## src/rtl/cmul_accum_if.sv

```systemverilog
// Stream bundle between the complex product source, the accumulator and its
// result consumer: product stream in, block-sum stream out.
interface cmul_accum_if #(
  parameter int ACC_W = 12
) ();
  logic             in_valid;
  logic             in_ready;
  logic [8:0]       p_r;
  logic [8:0]       p_i;
  logic             out_valid;
  logic             out_ready;
  logic [ACC_W-1:0] sum_r;
  logic [ACC_W-1:0] sum_i;

  modport master (
    output in_valid, p_r, p_i, out_ready,
    input  in_ready, out_valid, sum_r, sum_i
  );

  modport slave (
    input  in_valid, p_r, p_i, out_ready,
    output in_ready, out_valid, sum_r, sum_i
  );
endinterface

```

## src/rtl/cmul_accum.sv

```systemverilog
// Complex block accumulator: sums LEN consecutive 9-bit complex products and
// presents each block sum on a valid/ready port while the next block builds.
module cmul_accum #(
  parameter int LEN   = 8,
  parameter int ACC_W = 12
) (
  input  logic         clk,
  input  logic         rst_n,
  input  logic         clr,
  cmul_accum_if.slave  bus
);
  localparam int CNT_W = (LEN > 1) ? $clog2(LEN) : 1;

  function automatic logic [ACC_W-1:0] sext9(input logic [8:0] p);
    return {{(ACC_W-9){p[8]}}, p};
  endfunction

  logic [ACC_W-1:0] acc_re_r;
  logic [ACC_W-1:0] acc_im_r;
  logic [CNT_W-1:0] cnt_r;
  logic [ACC_W-1:0] sum_re_r;
  logic [ACC_W-1:0] sum_im_r;
  logic             out_valid_r;

  logic             last_s;
  logic             in_ready_s;
  logic             accept_s;
  logic [ACC_W-1:0] next_re_s;
  logic [ACC_W-1:0] next_im_s;

  // Handshake decode and running sums including the presented product
  always_comb begin
    last_s     = (cnt_r == CNT_W'(LEN - 1));
    // Only the closing product of a block can collide with an unaccepted result
    in_ready_s = !clr && !(last_s && out_valid_r && !bus.out_ready);
    accept_s   = bus.in_valid && in_ready_s;
    next_re_s  = acc_re_r + sext9(bus.p_r);
    next_im_s  = acc_im_r + sext9(bus.p_i);
  end

  // Accumulator and product counter
  always_ff @(posedge clk or negedge rst_n) begin
    if (!rst_n) begin
      acc_re_r <= {ACC_W{1'b0}};
      acc_im_r <= {ACC_W{1'b0}};
      cnt_r    <= {CNT_W{1'b0}};
    end else if (clr) begin
      acc_re_r <= {ACC_W{1'b0}};
      acc_im_r <= {ACC_W{1'b0}};
      cnt_r    <= {CNT_W{1'b0}};
    end else if (accept_s && last_s) begin
      acc_re_r <= {ACC_W{1'b0}};
      acc_im_r <= {ACC_W{1'b0}};
      cnt_r    <= {CNT_W{1'b0}};
    end else if (accept_s) begin
      acc_re_r <= next_re_s;
      acc_im_r <= next_im_s;
      cnt_r    <= cnt_r + CNT_W'(1);
    end else begin
      acc_re_r <= acc_re_r;
      acc_im_r <= acc_im_r;
      cnt_r    <= cnt_r;
    end
  end

  // Result register: loads on block completion, holds until accepted
  always_ff @(posedge clk or negedge rst_n) begin
    if (!rst_n) begin
      sum_re_r    <= {ACC_W{1'b0}};
      sum_im_r    <= {ACC_W{1'b0}};
      out_valid_r <= 1'b0;
    end else if (accept_s && last_s) begin
      sum_re_r    <= next_re_s;
      sum_im_r    <= next_im_s;
      out_valid_r <= 1'b1;
    end else if (bus.out_ready) begin
      sum_re_r    <= sum_re_r;
      sum_im_r    <= sum_im_r;
      out_valid_r <= 1'b0;
    end else begin
      sum_re_r    <= sum_re_r;
      sum_im_r    <= sum_im_r;
      out_valid_r <= out_valid_r;
    end
  end

  assign bus.in_ready  = in_ready_s;
  assign bus.out_valid = out_valid_r;
  assign bus.sum_r     = sum_re_r;
  assign bus.sum_i     = sum_im_r;
endmodule

```

## src/flat_wrapper.sv

```systemverilog
// flat-port wrapper written by rule: the top's interface ports become plain ports
module cmul_accum_flat 
#(
  parameter int LEN   = 8,
  parameter int ACC_W = 12
)
  (clk, rst_n, clr, bus_in_valid, bus_p_r, bus_p_i, bus_out_ready, bus_in_ready, bus_out_valid, bus_sum_r, bus_sum_i);
  cmul_accum_if #(.ACC_W(ACC_W)) bus_i ();
  input  logic clk;
  input  logic rst_n;
  input  logic clr;
  input wire logic [$bits(bus_i.in_valid)-1:0] bus_in_valid;
  input wire logic [$bits(bus_i.p_r)-1:0] bus_p_r;
  input wire logic [$bits(bus_i.p_i)-1:0] bus_p_i;
  input wire logic [$bits(bus_i.out_ready)-1:0] bus_out_ready;
  output wire logic [$bits(bus_i.in_ready)-1:0] bus_in_ready;
  output wire logic [$bits(bus_i.out_valid)-1:0] bus_out_valid;
  output wire logic [$bits(bus_i.sum_r)-1:0] bus_sum_r;
  output wire logic [$bits(bus_i.sum_i)-1:0] bus_sum_i;
  assign bus_i.in_valid = bus_in_valid;
  assign bus_i.p_r = bus_p_r;
  assign bus_i.p_i = bus_p_i;
  assign bus_i.out_ready = bus_out_ready;
  assign bus_in_ready = bus_i.in_ready;
  assign bus_out_valid = bus_i.out_valid;
  assign bus_sum_r = bus_i.sum_r;
  assign bus_sum_i = bus_i.sum_i;
  cmul_accum #(.LEN(LEN), .ACC_W(ACC_W)) u_core (.clk(clk), .rst_n(rst_n), .clr(clr), .bus(bus_i));
endmodule
```

## config.mk

```make
export PLATFORM = sky130hd
export DESIGN_NAME = cmul_accum_flat
export DESIGN_NICKNAME = d
export VERILOG_FILES = /design/src/rtl/cmul_accum_if.sv /design/src/rtl/cmul_accum.sv /design/src/flat_wrapper.sv
export SDC_FILE = /design/constraint.sdc
export NUM_CORES = 1
export LEC_CHECK = 0
export CORE_UTILIZATION = 40
export CTS_CLUSTER_DIAMETER = 80
export DETAILED_ROUTE_END_ITERATION = 12
export PLACE_DENSITY = 0.6
export SLEW_MARGIN = 20
export SYNTH_ARGS = -nofsm -noshare
export SYNTH_HDL_FRONTEND = slang
export SYNTH_SLANG_ARGS = --single-unit
```

## constraint.sdc

```tcl
create_clock -name clk -period 3.8 [get_ports clk]
set_clock_uncertainty 0.2 [all_clocks]
set_input_delay 0.57 -clock clk [delete_from_list [all_inputs] [get_ports clk]]
set_output_delay 0.57 -clock clk [all_outputs]
set_load 0.02 [all_outputs]
```

## Yosys cells after proc, flatten, opt, wreduce, memory -nomap -nowiden

Cells that the tools add are included.

| cells by class | value |
|---|---|
| add/subtract/negate cells | 3 |
| multipliers | 0 |
| divide/modulo/power cells | 0 |
| order comparisons | 0 |
| equality and inequality tests | 1 |
| shift operators | 0 |
| muxes and demuxes | 11 |
| bitwise gates (word level) | 0 |
| reductions and logical operators | 10 |

Operator list:

| kind | number |
|---|---|
| two-way mux 12 bit | 6 |
| adder 12 bit | 2 |
| two-way mux 3 bit | 3 |
| logical AND 1 bit | 5 |
| adder 3 x 1 -> 3 bit (second input constant) | 1 |
| == test 3 bit (second input constant) | 1 |
| zero test 1 bit | 3 |
| nonzero test 3 bit | 1 |
| two-way mux 1 bit | 2 |
| nonzero test 2 bit | 1 |

| word-level totals | value |
|---|---|
| register bits | 52 |
| latch bits | 0 |
| RAM bits | 0 |
| memory bits (read-only) | 0 |
| bits of input ports | 23 |
| output and inout bits | 26 |
| word-level logic and storage cells | 31 |
| memories kept | 0 |

## Longest topological paths before layout

| depth | value |
|---|---|
| depth after elaboration | 9 |
| depth in mapped cells | 9 |
| gate-level depth less buffers | 9 |

## Least setup slack after synthesis

Ideal clock, no wire load.

| path | value |
|---|---|
| path type | input port to flip-flop |
| from | input port bus_p_r[0] |
| to | register u_core.sum_re_r[10], in the netlist u_core.bus.sum_r[10] |
| library setup time | 125 ps |
| arrival | 2102 ps |
| data required time | 3475 ps |
| setup slack | 1374 ps |
| stages | 9 |
| path buffers | 0 |
| path through | ha_1 > inv_1 > fa_1 > nand2b_1 > a21oi_1 > a211oi_2 > o21ai_0 > xor2_1 > mux2_2 |

| on the way | value |
|---|---|
| cells in the longest elaborated chain, start to end | 1 |

Ends and longest elaborated chain:

| what | RTL line | RTL |
|---|---|---|
| from (decl) | flat_wrapper.sv:13 | `input wire logic [$bits(bus_i.p_r)-1:0] bus_p_r;` |
| adder 12 bit | cmul_accum.sv:37 | `next_re_s = acc_re_r + sext9(bus.p_r);` |
| to (signal assigned) | cmul_accum.sv:69 | `sum_re_r <= {ACC_W{1'b0}};` |
| to (signal assigned) | cmul_accum.sv:73 | `sum_re_r <= next_re_s;` |
| to (signal assigned) | cmul_accum.sv:77 | `sum_re_r <= sum_re_r;` |
| to (decl) | cmul_accum.sv:21 | `logic [ACC_W-1:0] sum_re_r;` |

Every way passes these cells.
A chain may end at the register's enable or synchronous reset.

## Worst setup path in the final report

| path | value |
|---|---|
| from | register u_core.cnt_r[0] |
| to | output port bus_in_ready |

| on the way | value |
|---|---|
| cells in the longest elaborated chain, start to end | 5 |

Ends and longest elaborated chain:

| what | RTL line | RTL |
|---|---|---|
| from (decl) | cmul_accum.sv:20 | `logic [CNT_W-1:0] cnt_r;` |
| from (signal assigned) | cmul_accum.sv:46 | `cnt_r <= {CNT_W{1'b0}};` |
| from (signal assigned) | cmul_accum.sv:50 | `cnt_r <= {CNT_W{1'b0}};` |
| from (signal assigned) | cmul_accum.sv:54 | `cnt_r <= {CNT_W{1'b0}};` |
| == test 3 bit | cmul_accum.sv:33 | `last_s = (cnt_r == CNT_W'(LEN - 1));` |
| logical AND 1 bit (2 in series) | cmul_accum.sv:35 | `in_ready_s = !clr && !(last_s && out_valid_r && !bus.out_ready);` |
| zero test 1 bit | cmul_accum.sv:35 |  |
| logical AND 1 bit | cmul_accum.sv:35 |  |
| to (decl) | flat_wrapper.sv:16 | `output wire logic [$bits(bus_i.in_ready)-1:0] bus_in_ready;` |

Every way passes these cells.

==> impl_results.md <==
* DR vias at 2,235
* Critical path class: reg -> out
* Worst VDD drop at 0.193 mV
* Worst hold slack at 0.113 ns
* Vias in the first global route at 2,210
* ANT cells at 0
* Synthesis warning total at 0
* Area Growth Syn to Fin at 25.2%
* Core Rows at 31
* Die X at 88.1 µm
* Total power at 1.43 mW
* GRT Util Overall at 17.6%
* Max-cap check violation count at 0
* Final period utilization at 74.3%
* Die Height at 88.1 µm
* FFs w/ async S/R, synth at 100%
* Gpl congestion at 0.809
* Setup TNS Final at 0 ns
* Slew Viols, Final at 0
* Synth Register Bits at 52
* Register area share after synthesis at 43.9%
* Avg WL per Cell at 14.5 µm
* Commonest non-fill, non-tap cells in the layout: dfrtp_1, clkdlybuf4s50_1, nand2_1
* Post-synth EDFFs at 0
* Commonest non-fill, non-tap cell in the layout: dfrtp_1
* Reg2reg start: u_core.acc_re_r[0]$_DFFE_PN0P_
* PortBufs at 48
* CP endpoint kind: primary output
* Status: finished, final reports clean
* CTS HTree Levels at 2
* Worst EP arrival at 2.05 ns
* Largest net degree at the start of global routing at 35
* Hold_buf cts at 0
* Setup bufs post-CTS at 0
* Ratio of cells with drive above 1 in the final layout at 12.9%
* Core footprint at 7210 µm²
* Total grt overflow at 0
* NumNets Final at 382
* Startpoint types: register
* Worst R2R Path Depth at 9
* DRC at 0
* Drt via density at 5.16
* Clock slew at reported path FFs at 0.10 ns
* Synth Instances at 279
* R2R Setup Slk at 1.39 ns
* Static leakage at 1.74 nW
* Slew at the pin closest to its max-slew limit at 0.752 ns
* # resized after CTS at 0
* First-pass GRT wire length at 10.6 mm
* Final setup vio count at 0
* Average cell area after synthesis at 10.6 µm²
* DPL Wire Length at 4.71 mm
* Synth Flop Type: dfrtp_1
* Mapped cell area at 2970 µm²
* RR Endpoint: u_core.bus.sum_r[10]$_DFFE_PN0P_
* Pwr dens at 386 nW/µm²
* Initial Utilization at 41.1%
* Die ar. at 7760 µm²
* RSZ-0062 raised after global routing: no
* Drt first pass iters at 4
* Hold crit path type: in -> async
* Iter 0 DRT Violations at 57
* Post-Syn Nets at 328
* Insertion delay to the later sink of the worst-skew pair at 0.31 ns
* Fmax at 0.354 GHz
* Largest fanout on the critical path at 6
* Clock root buffer: clkbuf_8
* Routed Wire Length at 6.26 mm
* Maximum clock path buffer count at 2
* CTS tree: yes
* Initial antenna violation count at 0
* Total CTS buffers at 5
* Worst endpoint required time at 3.03 ns
* TritonCTS Sinks at 52
* Final hold vios at 0
* Design area at 3710 µm²
* Relative slew slack at 49.9%
* Unique masters post-synth at 32
* Io pins at 49
* Final core occ at 51.5%
* Antenna Violating Nets Remaining at 0
* Final Critical Period at 2.82 ns
* Dpl cell area at 3590 µm²
## registers in the layout, summed over array words and instances, names as in the netlist
| name | cells |
|---|---|
| u_core.acc_im_r | 12 |
| u_core.acc_re_r | 12 |
| u_core.bus.out_valid | 1 |
| u_core.bus.sum_i | 12 |
| u_core.bus.sum_r | 12 |
| u_core.cnt_r | 3 |
## layout make-up
class,instances,area [µm²]
Fill cell,670,3500
Sequential cell,52,1300
Clock buffer,6,82.6
Tap cell,99,124
Timing Repair Buffer,54,533
Inverter,12,45.0
Multi-Input combinational cell,208,1590
Clock inverter,2,38.8
## cells by family (layout without fill, tap and decap cells)
group,after synthesis,after routing,synth area share [%]
and+or+nand+nor,65,65,10.1
adders and majority gates,26,26,11.5
buffers and inverters,19,74,2.53
muxes,17,17,6.46
xor gates and xnor gates,20,20,6.84
AOI/OAI and AO/OA,80,80,18.7
DFF,52,52,43.9
## per-stage QoR
stage / setup slack, ns / std cells
5_1_grt: 0.888 / 433
4_1_cts: 0.962 / 433
3_3_place_gp: 0.759 / 425
2_1_floorplan: 1.37 / 279
3_5_place_dp: 0.731 / 425
6_report: 0.978 / 433
## synthesized netlist by cell type, drive strengths merged (3+ instances only)
cell	number	area, µm²
o211ai	8	75.1
nand2b	6	37.5
clkbuf	4	15.0
nand4	4	25.0
o21ai	24	124
xnor2	9	78.8
a22o	15	131
xor2	9	78.8
a21oi	21	113
nand2	35	131
mux2	17	191
nor2	9	33.8
nor2b	3	18.8
a211oi	8	85.1
ha	24	300
buf	3	15.0
inv	12	45.0
dfrtp	52	1300
## critical path, stage by stage (launching register included)
cell             delay (ns)
dfrtp_1                0.41
ha_1                   0.21
ha_1                   0.25
a21oi_1                0.22
clkdlybuf4s50_1        0.66
## per-layer routing
layer	global-route usage [%]	wire length [µm]	part of all wire (%)	up-vias
met5	0	0	0	-
met4	4.25	59	0.94	0
met3	3.11	229	3.7	6
met2	30.7	3010	48	44
met1	22.7	2970	47	1073
li1	-	-	-	1112
## power breakdown
part	internal (mW)	switching, mW	leakage (nW)
combinational	0.186	0.221	0.969
sequential	0.594	0.0269	0.709
clock	0.216	0.191	0.0614
total	0.996	0.438	1.74
## worst max path at each step
stage	start	endpoint	depth (start not counted)
2_1_floorplan	bus_p_r[0]	u_core.bus.sum_r[10]$_DFFE_PN0P_	9
3_3_place_gp	bus_p_r[0]	u_core.bus.sum_r[10]$_DFFE_PN0P_	10
3_5_place_dp	bus_p_r[0]	u_core.bus.sum_r[10]$_DFFE_PN0P_	10
4_1_cts	u_core.cnt_r[0]$_DFFE_PN0P_	bus_in_ready	4
5_1_grt	u_core.cnt_r[0]$_DFFE_PN0P_	bus_in_ready	4
6_report	u_core.cnt_r[0]$_DFFE_PN0P_	bus_in_ready	4
(Power assumes the default switching activity.)
